File: src/rtl/op_queue.sv
// op_queue: DEPTH-entry first-word-fall-through queue of {op1, op2, sel} triples feeding the ALU.
// Define OP_QUEUE_STATS_EN to add the stall_cnt_o producer-stall counter.
module op_queue #(
  parameter int DWIDTH = 32,
  parameter int DEPTH  = 4
) (
  input  logic                     clk,
  input  logic                     rst,
  input  logic                     valid_i,
  output logic                     ready_o,
  input  logic [DWIDTH-1:0]        op1_i,
  input  logic [DWIDTH-1:0]        op2_i,
  input  logic [1:0]               sel_i,
  output logic                     valid_o,
  input  logic                     ready_i,
  output logic [DWIDTH-1:0]        op1_o,
  output logic [DWIDTH-1:0]        op2_o,
  output logic [1:0]               sel_o,
  output logic [$clog2(DEPTH):0]   count_o,
  output logic                     full_o,
  output logic                     empty_o
`ifdef OP_QUEUE_STATS_EN
  ,
  output logic [15:0]              stall_cnt_o
`endif
);

  localparam int AW = $clog2(DEPTH);
  localparam int CW = $clog2(DEPTH) + 1;

  typedef struct packed {
    logic [DWIDTH-1:0] op1;
    logic [DWIDTH-1:0] op2;
    logic [1:0]        sel;
  } entry_t;

  entry_t         mem [DEPTH];
  entry_t         head;
  logic [AW-1:0]  wr_ptr;
  logic [AW-1:0]  rd_ptr;
  logic [CW-1:0]  count;
  logic           push;
  logic           pop;

  assign full_o  = (count == CW'(DEPTH));
  assign empty_o = (count == '0);
  assign count_o = count;
  // Gating with rst keeps the producer stalled for the whole reset pulse.
  assign ready_o = !full_o && !rst;
  assign valid_o = !empty_o;
  assign push    = valid_i && ready_o;
  assign pop     = valid_o && ready_i;

  always_comb begin
    head = '0;
    if (!empty_o) head = mem[rd_ptr];
  end

  assign op1_o = head.op1;
  assign op2_o = head.op2;
  assign sel_o = head.sel;

  // Power-of-two DEPTH lets the pointers wrap by natural overflow.
  always_ff @(posedge clk or posedge rst) begin
    if (rst) begin
      wr_ptr <= '0;
      rd_ptr <= '0;
      count  <= '0;
      // NOTE: the storage array is reset too, so stale operands never reach the ALU after a flush.
      for (int i = 0; i < DEPTH; i++) mem[i] <= '0;
    end else begin
      if (push) begin
        mem[wr_ptr] <= '{op1: op1_i, op2: op2_i, sel: sel_i};
        wr_ptr      <= wr_ptr + AW'(1);
      end
      if (pop) rd_ptr <= rd_ptr + AW'(1);
      case ({push, pop})
        2'b10:   count <= count + CW'(1);
        2'b01:   count <= count - CW'(1);
        default: count <= count;
      endcase
    end
  end

`ifdef OP_QUEUE_STATS_EN
  always_ff @(posedge clk or posedge rst) begin
    if (rst) begin
      stall_cnt_o <= '0;
    end else if (valid_i && !ready_o && (stall_cnt_o != 16'hFFFF)) begin
      stall_cnt_o <= stall_cnt_o + 16'd1;
    end
  end
`endif

endmodule

File: config.mk
export PLATFORM = sky130hd
export DESIGN_NAME = op_queue
export DESIGN_NICKNAME = d
export VERILOG_FILES = /design/src/rtl/op_queue.sv
export SDC_FILE = /design/constraint.sdc
export NUM_CORES = 1
export LEC_CHECK = 0
export CAP_MARGIN = 40
export CORE_MARGIN = 2
export CORE_UTILIZATION = 30
export DETAILED_ROUTE_END_ITERATION = 12
export PLACE_DENSITY = 0.55
export SLEW_MARGIN = 20
export SYNTH_ARGS = -nofsm -noshare
export SYNTH_HDL_FRONTEND = slang
export SYNTH_SLANG_ARGS = --single-unit
File: constraint.sdc
create_clock -name clk -period 12.65 [get_ports clk]
set_input_delay 2.53 -clock clk [delete_from_list [all_inputs] [get_ports clk]]
set_output_delay 2.53 -clock clk [all_outputs]
set_load 0.05 [all_outputs]
==> run summary, run 1 <==
DRT Pass-1 Iters: 4
CTS Buf Count: 31
largest net degree at the start of global routing: 89
antenna violations before repair: 0
TritonCTS clock tree: done
MaxCap Viol Count: 0
Port Buffers: 142
first-pass GRT wire length: 46.6 mm
gr ovfl total: 0
vias post-DR: 6856
r2r startpoint: count_o[0]$_DFFE_PP0P_
Reg clk slew, reported paths: 0.06 ns
Max Freq: 147 MHz
final hold violations: 0
Clock Sinks: 271
Clock Latency Late Sink: 0.57 ns
Hold Path End: mem[165]$_DFFE_PP0P_
Net Count, Synth: 831
post-synthesis cell area: 12900 sq um
final hold slack: 0.503 ns
hold path depth: 1
post-synthesis cell type count: 22
hold buffers post-CTS: 0
Tmin final: 6.82 ns
placed inst area: 14900 sq um
final setup skew: 0.0154 ns
post_cts resized: 0
H-tree levels: 1
Yosys top cell by area: dfrtp_1
HP Start: mem[165]$_DFFE_PP0P_
Initial Util: 30.2%
layout cell share with drive strength beyond 1: 44.9%
Syn Area/Cell: 17.1 sq um
Data required, critical path: 10.12 ns
vias in the first global route: 7650
Max-slew headroom: 43.8%
detailed placement HPWL: 17.1 mm
setup slack, reg-to-reg: 9.62 ns
status: completed
unrepaired setup endpoints after global routing: no
CP Launch Type: input port
Max Slew Vio Count: 0
1st-iter DRT viols: 281
RR Endpoint: count_o[2]$_DFFE_PP0P_
Cell Rows: 76
fillers: 4001
fin nets: 971
Routed wire per std cell: 20.1 um
setup TNS: 0 ns
Critical Path AT: 4.29 ns
Yosys top cell area share: 52.5%
Mapped Cells: 755
Worst Tran Pin Value: 0.843 ns
total setup buffers inserted after CTS: 0
final WL: 29.4 mm
Final setup viols: 0
DRC Markers: 0
root buffer cell: clkbuf_16
design area: 16000 sq um
ANT nets after route: 0
Seq/Total Area, Yosys: 52.5%
CTS max path bufs: 3
die area: 44800 sq um
critical path fanouts, max: 7
Worst Path Class, Setup: input port to primary output
core area: 42800 sq um
GR Util All Layers: 13.4%
Die H: 212 um
area growth from synthesis to layout: 24.1%
ranking of synthesized cells by area: dfrtp_1, mux2_4, mux4_2, mux2_2, and2_1
fin crit share: 53.9%
critical path capture point type: primary output
Hold Crit Class: register to register
die span in x: 212 um
Yosys reg bits: 271
Final Wtd Congestion: 0.669
vias per cell: 4.68
I/O pin count: 143
Yosys Warn Count: 0
worst r2r path cells: 9
-- per-layer routing --
layer | GRT usage (%) | wire (um)
met4 | 3.35 | 663
met1 | 19.2 | 14100
met2 | 20.8 | 13500
met3 | 2.58 | 1120
met5 | 0 | 0
-- layout make-up --
type | count | area, sq um | share of cell area (%)
Antenna cell | 1 | 2.50 | 0.0156
Sequential cell | 271 | 6790 | 42.3
Multi-Input combinational cell | 425 | 5760 | 35.9
Clock buffer | 34 | 817 | 5.09
Inverter | 8 | 37.5 | 0.234
Clock inverter | 23 | 345 | 2.15
Timing Repair Buffer | 158 | 1600 | 9.99
Tap cell | 546 | 683 | 4.26
-- metrics by stage --
step	worst slack, ns	instances	utilization [%]
floorplan	2.65	755	-
global placement	5.83	1405	34.6
detailed placement	5.83	1408	34.8
CTS	5.82	1465	37.5
global route	5.77	1465	37.5
finish	5.83	1466	37.5
-- synthesized netlist by cell type --
cell type	count
dfrtp_1	271
mux2_4	160
mux2_2	105
and2_1	67
mux4_2	66
buf_2	20
buf_6	20
clkbuf_1	8
inv_1	8
ha_1	5
nand2_1	4
nor3_2	4
buf_4	3
xnor2_1	3
xor2_1	3
nor2_1	2
fa_1	1
mux2i_1	1
nand3_1	1
nor3b_1	1
nor3b_4	1
or3_1	1
-- placed cells by master (no fill, tap or decap) --
master,instances
dfrtp_4,2
mux2i_1,1
inv_8,1
ha_1,5
nor3b_1,1
inv_1,7
buf_16,3
clkinv_4,4
bufinv_16,8
xnor2_1,3
nand2_1,4
clkinv_2,5
nor3_4,4
or3_2,1
mux2_2,105
nand3_1,1
clkbuf_16,31
dfrtp_1,269
nor3b_4,1
xor2_1,3
fa_1,1
mux4_2,66
clkinvlp_4,6
and2_1,67
buf_4,13
clkbuf_8,3
mux2_4,160
diode_2,1
nor2_1,2
clkdlybuf4s50_1,142
-- worst max-delay path: stages --
cell and delay, ns:
clkdlybuf4s50_1 0.72, nor2_1 0.21, clkdlybuf4s50_1 0.82
-- worst max path at each step --
stage,startpoint,end
finish,rst,ready_o
global route,rst,ready_o
CTS,rst,ready_o
detailed placement,rst,ready_o
global placement,rst,ready_o
floorplan,rst,count_o[0]$_DFFE_PP0P_
-- cell families (layout without fill, tap and decap cells) --
group                    Yosys count  after routing  share of synthesized area [%]
XOR/XNOR                           6              6                          0.407
adder cells (fa/ha/maj)            6              6                          0.639
buffers and inverters             59            223                           3.16
flip-flops                       271            271                           52.5
multiplexers                     332            332                           39.3
other                              0              1                              0
AND/OR/NAND/NOR                   81             81                           4.02
-- state kept, by name (all words and copies together), names as in the netlist --
register,count
mem,264
wr_ptr,2
count_o,3
rd_ptr,2
Power of run 1 is not shown: default switching activity piles up to over one toggle a cycle in this logic, so the estimate is an artifact.
==> inputs of run 2 (changes only) <==
--- a/config.mk
+++ b/config.mk
@@ -9,7 +9,7 @@
 export CORE_MARGIN = 2
 export CORE_UTILIZATION = 30
 export DETAILED_ROUTE_END_ITERATION = 12
-export PLACE_DENSITY = 0.55
+export PLACE_DENSITY = 0.57
 export SLEW_MARGIN = 20
 export SYNTH_ARGS = -nofsm -noshare
 export SYNTH_HDL_FRONTEND = slang
==> constraint.sdc (replaced) <==
create_clock -name clk -period 6 [get_ports clk]
set_input_delay 1.2 -clock clk [delete_from_list [all_inputs] [get_ports clk]]
set_output_delay 1.2 -clock clk [all_outputs]
set_load 0.05 [all_outputs]
==> run 2 against run 1 <==
  * Wire length shrank 2.8%
  * Utilization decreased by 0.13 points
  * Clock-buffer cell count grew 13
  * Critical path type is now register to primary output
  * Die area unchanged
  * First-iteration DRC count increased by 0.36%
  * Worst hold slack got worse by 0.0026 ns
  * Critical path depth rose by 1
  * Sequential share of layout area up 0.14 points
  * Clock skew decreased by 0.00058 ns
  * Register-to-register slack worse by 6.1 ns
  * Setup slack worse by 4.4 ns
==> run summary, run 2 (synthesis gave the netlist of run 1 again) <==
status: completed
CTS max path bufs: 3 (unchanged)
first-pass GRT wire length: 45.9 mm (-1.6%)
final WL: 28.6 mm (-2.8%)
total setup buffers inserted after CTS: 0 (unchanged)
Final setup viols: 0 (unchanged)
Clock Latency Late Sink: 0.56 ns (about the same)
Port Buffers: 142 (unchanged)
Worst Tran Pin Value: 0.744 ns (-0.0986 ns)
core area: 42800 sq um (unchanged)
critical path capture point type: primary output
fillers: 4009 (+0.20%)
final hold violations: 0 (unchanged)
fin crit share: 75.4%
setup TNS: 0 ns (unchanged)
I/O pin count: 143 (unchanged)
r2r startpoint: count_o[0]$_DFFE_PP0P_
gr ovfl total: 0 (unchanged)
antenna violations before repair: 1 (+1)
TritonCTS clock tree: done
Die H: 212 um (unchanged)
Routed wire per std cell: 19.5 um (-2.6%)
vias per cell: 4.68 (about the same)
hold buffers post-CTS: 0 (unchanged)
Max Freq: 221 MHz
MaxCap Viol Count: 0 (unchanged)
1st-iter DRT viols: 282 (+0.36%)
max reg flops: 264 (unchanged)
largest net degree at the start of global routing: 103 (+16%)
Clock Sinks: 271 (unchanged)
vias post-DR: 6847 (-0.13%)
Tmin final: 4.52 ns
DRT Pass-1 Iters: 4 (unchanged)
Initial Util: 30.2% (unchanged)
detailed placement HPWL: 16.6 mm (-3.3%)
Antenna diodes: 0 (-1)
HP Start: mem[41]$_DFFE_PP0P_
unrepaired setup endpoints after global routing: no
vias in the first global route: 7692 (+0.55%)
die area: 44800 sq um (unchanged)
Final Wtd Congestion: 0.675 (+0.84%)
critical path fanouts, max: 35 (+28)
H-tree levels: 1 (unchanged)
die span in x: 212 um (unchanged)
Max Slew Vio Count: 0 (unchanged)
root buffer cell: clkbuf_16
commonest non-fill, non-tap cell in the layout: dfrtp_1
Worst Path Class, Setup: register to primary output
final setup skew: 0.0148 ns (-0.000578 ns)
post_cts resized: 0 (unchanged)
CTS Buf Count: 31 (unchanged)
Hold Crit Class: register to register
layout cell share with drive strength beyond 1: 44.3% (-0.67 points)
CP Launch Type: register
setup slack, reg-to-reg: 3.54 ns (-6.08 ns)
area growth from synthesis to layout: 23.7%
Reg clk slew, reported paths: 0.06 ns (about the same)
hold path depth: 1 (unchanged)
Critical Path AT: 3.32 ns (-0.97 ns)
final core occ: 37.4% (-0.13 points)
Largest Register: mem
RR Endpoint: count_o[2]$_DFFE_PP0P_
Cell Rows: 76 (unchanged)
fin nets: 972 (+0.10%)
GR Util All Layers: 13.1% (-0.31 points)
Hold Path End: mem[41]$_DFFE_PP0P_
Max-slew headroom: 50.4% (+6.6 points)
placed inst area: 14900 sq um (+0.24%)
worst r2r path cells: 9 (unchanged)
DRC Markers: 0 (unchanged)
Data required, critical path: 4.80 ns (-5.32 ns)
commonest non-fill, non-tap cells in the layout: dfrtp_1, mux2_4, clkdlybuf4s50_1, mux2_2, and2_1
ANT nets after route: 0 (unchanged)
design area: 16000 sq um (-0.34%)
run 2: layout make-up:
cell class                 instances  area, sq um  area share, %
clock buffer                      47          946           5.92
clock inverter                     7          110          0.689
inverter                           8         33.8          0.211
multi-input combinational        425         5770           36.1
sequential                       271         6790           42.5
tap                              546          683           4.27
timing repair buffer             159         1660           10.4
run 2: critical path: stages, from the launching register on:
cell	delay [ns]
dfrtp_4	0.89
buf_12	0.37
mux4_2	0.56
and2_1	0.19
clkdlybuf4s50_1	0.70
run 2: per-stage QoR:
| stage | setup slack, ns | cells | hold WS, ns |
|---|---|---|---|
| 2_1_floorplan | 1.22 | 755 | 0.475 |
| 5_1_grt | 1.26 | 1463 | 0.515 |
| 6_report | 1.48 | 1463 | 0.500 |
| 3_3_place_gp | 1.86 | 1406 | 0.484 |
| 4_1_cts | 1.37 | 1462 | 0.504 |
| 3_5_place_dp | 1.89 | 1408 | 0.488 |
run 2: worst max path at each step:
stage / cells past startpoint / slack [ns] / endpoint / from
2_1_floorplan: 1 / 1.22 / count_o[0]$_DFFE_PP0P_ / rst
3_3_place_gp: 3 / 1.86 / ready_o / rst
3_5_place_dp: 3 / 1.89 / ready_o / rst
4_1_cts: 4 / 1.37 / op1_o[25] / rd_ptr[0]$_DFFE_PP0P_
5_1_grt: 4 / 1.26 / op1_o[18] / rd_ptr[0]$_DFFE_PP0P_
6_report: 4 / 1.48 / op2_o[29] / rd_ptr[0]$_DFFE_PP0P_
run 2: per-layer routing:
metal / vias up / track usage, % / share of wire, % / wire length [um]
met3: 36 / 2.66 / 4.3 / 1220
met4: 0 / 2.91 / 1.9 / 530
met1: 3683 / 18.6 / 47 / 13500
met5: - / 0 / 0 / 0
li1: 3016 / - / - / -
met2: 112 / 20.7 / 47 / 13300
Power of run 2 is left out for the same reason.
==> inputs of run 3 (changes only) <==
--- a/config.mk
+++ b/config.mk
@@ -9,7 +9,7 @@
 export CORE_MARGIN = 2
 export CORE_UTILIZATION = 30
 export DETAILED_ROUTE_END_ITERATION = 12
-export PLACE_DENSITY = 0.57
+export PLACE_DENSITY = 0.55
 export SLEW_MARGIN = 20
 export SYNTH_ARGS = -nofsm -noshare
 export SYNTH_HDL_FRONTEND = slang
==> constraint.sdc (replaced) <==
create_clock -name clk -period 4.45 [get_ports clk]
set_input_delay 0.89 -clock clk [delete_from_list [all_inputs] [get_ports clk]]
set_output_delay 0.89 -clock clk [all_outputs]
set_load 0.05 [all_outputs]
==> run 3 against run 2 <==
  * Via count up 0.69%
  * Setup slack got worse by 0.97 ns
  * Wire length up 0.44%
  * Design area rose by 0.62%
  * Register-to-register slack got worse by 1.8 ns
==> run summary, run 3 (synthesis gave the netlist of run 1 again) <==
hold path depth: 1 (unchanged)
H-tree levels: 2 (+1)
worst setup margin: 0.507 ns (-0.972 ns)
gr ovfl total: 0 (unchanged)
final setup skew: 0.0108 ns (-0.00406 ns)
post_cts resized: 0 (unchanged)
Hold Crit Class: register to register
Largest Register: mem
CTS Buf Count: 34 (+9.7%)
Max-slew headroom: 52.5% (+2.2 points)
CP Launch Type: register
area growth from synthesis to layout: 24.4%
Data required, critical path: 3.56 ns (-1.24 ns)
MaxCap Viol Count: 0 (unchanged)
DRC Markers: 0 (unchanged)
Max Slew Vio Count: 0 (unchanged)
register area: 6790 sq um (unchanged)
antenna violations before repair: 0 (-1)
final hold violations: 0 (unchanged)
unrepaired setup endpoints after global routing: no
vias post-DR: 6894 (+0.69%)
Tmin final: 3.94 ns
TritonCTS clock tree: done
Max Freq: 254 MHz
layout cell share with drive strength beyond 1: 44.3% (about the same)
Worst Path Class, Setup: register to primary output
CP cell instances: buf_4 -> mux4_2 -> and2_1 -> clkdlybuf4s50_1
Critical Path AT: 3.05 ns (-0.27 ns)
Clock Latency Late Sink: 0.53 ns (-0.03 ns)
vias in the first global route: 7580 (-1.5%)
Routed wire per std cell: 19.4 um (-0.51%)
root buffer cell: clkbuf_16
Post-Place Setup Slack: 0.938 ns (-0.947 ns)
Initial Util: 30.2% (unchanged)
1st-iter DRT viols: 314 (+11%)
Reg clk slew, reported paths: 0.06 ns (about the same)
status: completed
core area: 42800 sq um (unchanged)
Cell Rows: 76 (unchanged)
die span in x: 212 um (unchanged)
CP max-delay cell: dfrtp_4
total setup buffers inserted after CTS: 0 (unchanged)
Final Wtd Congestion: 0.670 (-0.64%)
critical path capture point type: primary output
DRT Pass-1 Iters: 4 (unchanged)
largest net degree at the start of global routing: 90 (-13%)
worst r2r path cells: 9 (unchanged)
fin crit share: 88.6%
detailed placement HPWL: 17.1 mm (+3.3%)
Port Buffers: 142 (unchanged)
Worst Tran Pin Value: 0.712 ns (-0.0323 ns)
first-pass GRT wire length: 45.7 mm (-0.41%)
wire length on met3: 1.15 mm (-5.9%)
max reg flops: 264 (unchanged)
final WL: 28.7 mm (+0.44%)
CTS max path bufs: 3 (unchanged)
Die H: 212 um (unchanged)
fillers: 4078 (+1.7%)
die area: 44800 sq um (unchanged)
final core occ: 37.6% (+0.23 points)
GR Util All Layers: 13.3% (+0.17 points)
critical path fanouts, max: 21 (-40%)
wl on met1: 13.4 mm (-0.42%)
commonest non-fill, non-tap cells in the layout: dfrtp_1, mux2_4, clkdlybuf4s50_1, mux2_2, and2_1
met2 routed WL: 13.6 mm (+1.7%)
area taken by multi-input logic gates: 5760 sq um (about the same)
CP max stage delay: 0.72 ns (-0.17 ns)
vias per cell: 4.67 (-0.27%)
Final setup viols: 0 (unchanged)
fin nets: 983 (+1.1%)
I/O pin count: 143 (unchanged)
top routing layer in use: met4
commonest non-fill, non-tap cell in the layout: dfrtp_1
ANT nets after route: 0 (unchanged)
Antenna diodes: 0 (unchanged)
Clock Sinks: 271 (unchanged)
hold buffers post-CTS: 0 (unchanged)
-- run 3: area by class of cell --
class | instances | area share (%)
Clock buffer | 50 | 5.92
Clock inverter | 10 | 0.801
Inverter | 8 | 0.210
Multi-Input combinational cell | 425 | 35.8
Sequential cell | 271 | 42.2
Tap cell | 546 | 4.25
Timing Repair Buffer | 167 | 10.8
-- run 3: worst paths after layout --
path | start | end | slack (ns)
worst max-delay path | rd_ptr[0]$_DFFE_PP0P_ | op2_o[15] | 0.51
worst min-delay path | mem[54]$_DFFE_PP0P_ | mem[54]$_DFFE_PP0P_ | 0.50
worst max register to register | count_o[1]$_DFFE_PP0P_ | count_o[2]$_DFFE_PP0P_ | 1.71
worst min register to register | mem[54]$_DFFE_PP0P_ | mem[54]$_DFFE_PP0P_ | 0.50
max in group asynchronous | rst | mem[39]$_DFFE_PP0P_ | 2.39
min in group asynchronous | rst | mem[128]$_DFFE_PP0P_ | 1.19
-- run 3: stage by stage --
step	setup TNS, ns	hold slack, ns	instances	instance area (sq um)
finish	0	0.498	1477	16100
global route	0	0.512	1477	16100
CTS	0	0.503	1477	16100
detailed placement	0	0.489	1417	15000
global placement	0	0.484	1417	15000
floorplan	-5.81	0.475	755	12900
-- run 3: critical path, delay by kind of cell (launching register included) --
kind / cells / cell delay, ns
AND/OR/NAND/NOR: 1 / 0.18
buffers and inverters: 2 / 1.06
multiplexers: 1 / 0.53
flip-flops: 1 / 0.72
-- run 3: per-layer routing --
layer / global-route usage (%) / vias to the layer above
li1: - / 3044
met1: 18.5 / 3695
met2: 20.5 / 113
met3: 3.22 / 42
met4: 4.01 / 0
met5: 0 / -
Power of run 3 is left out for the same reason.
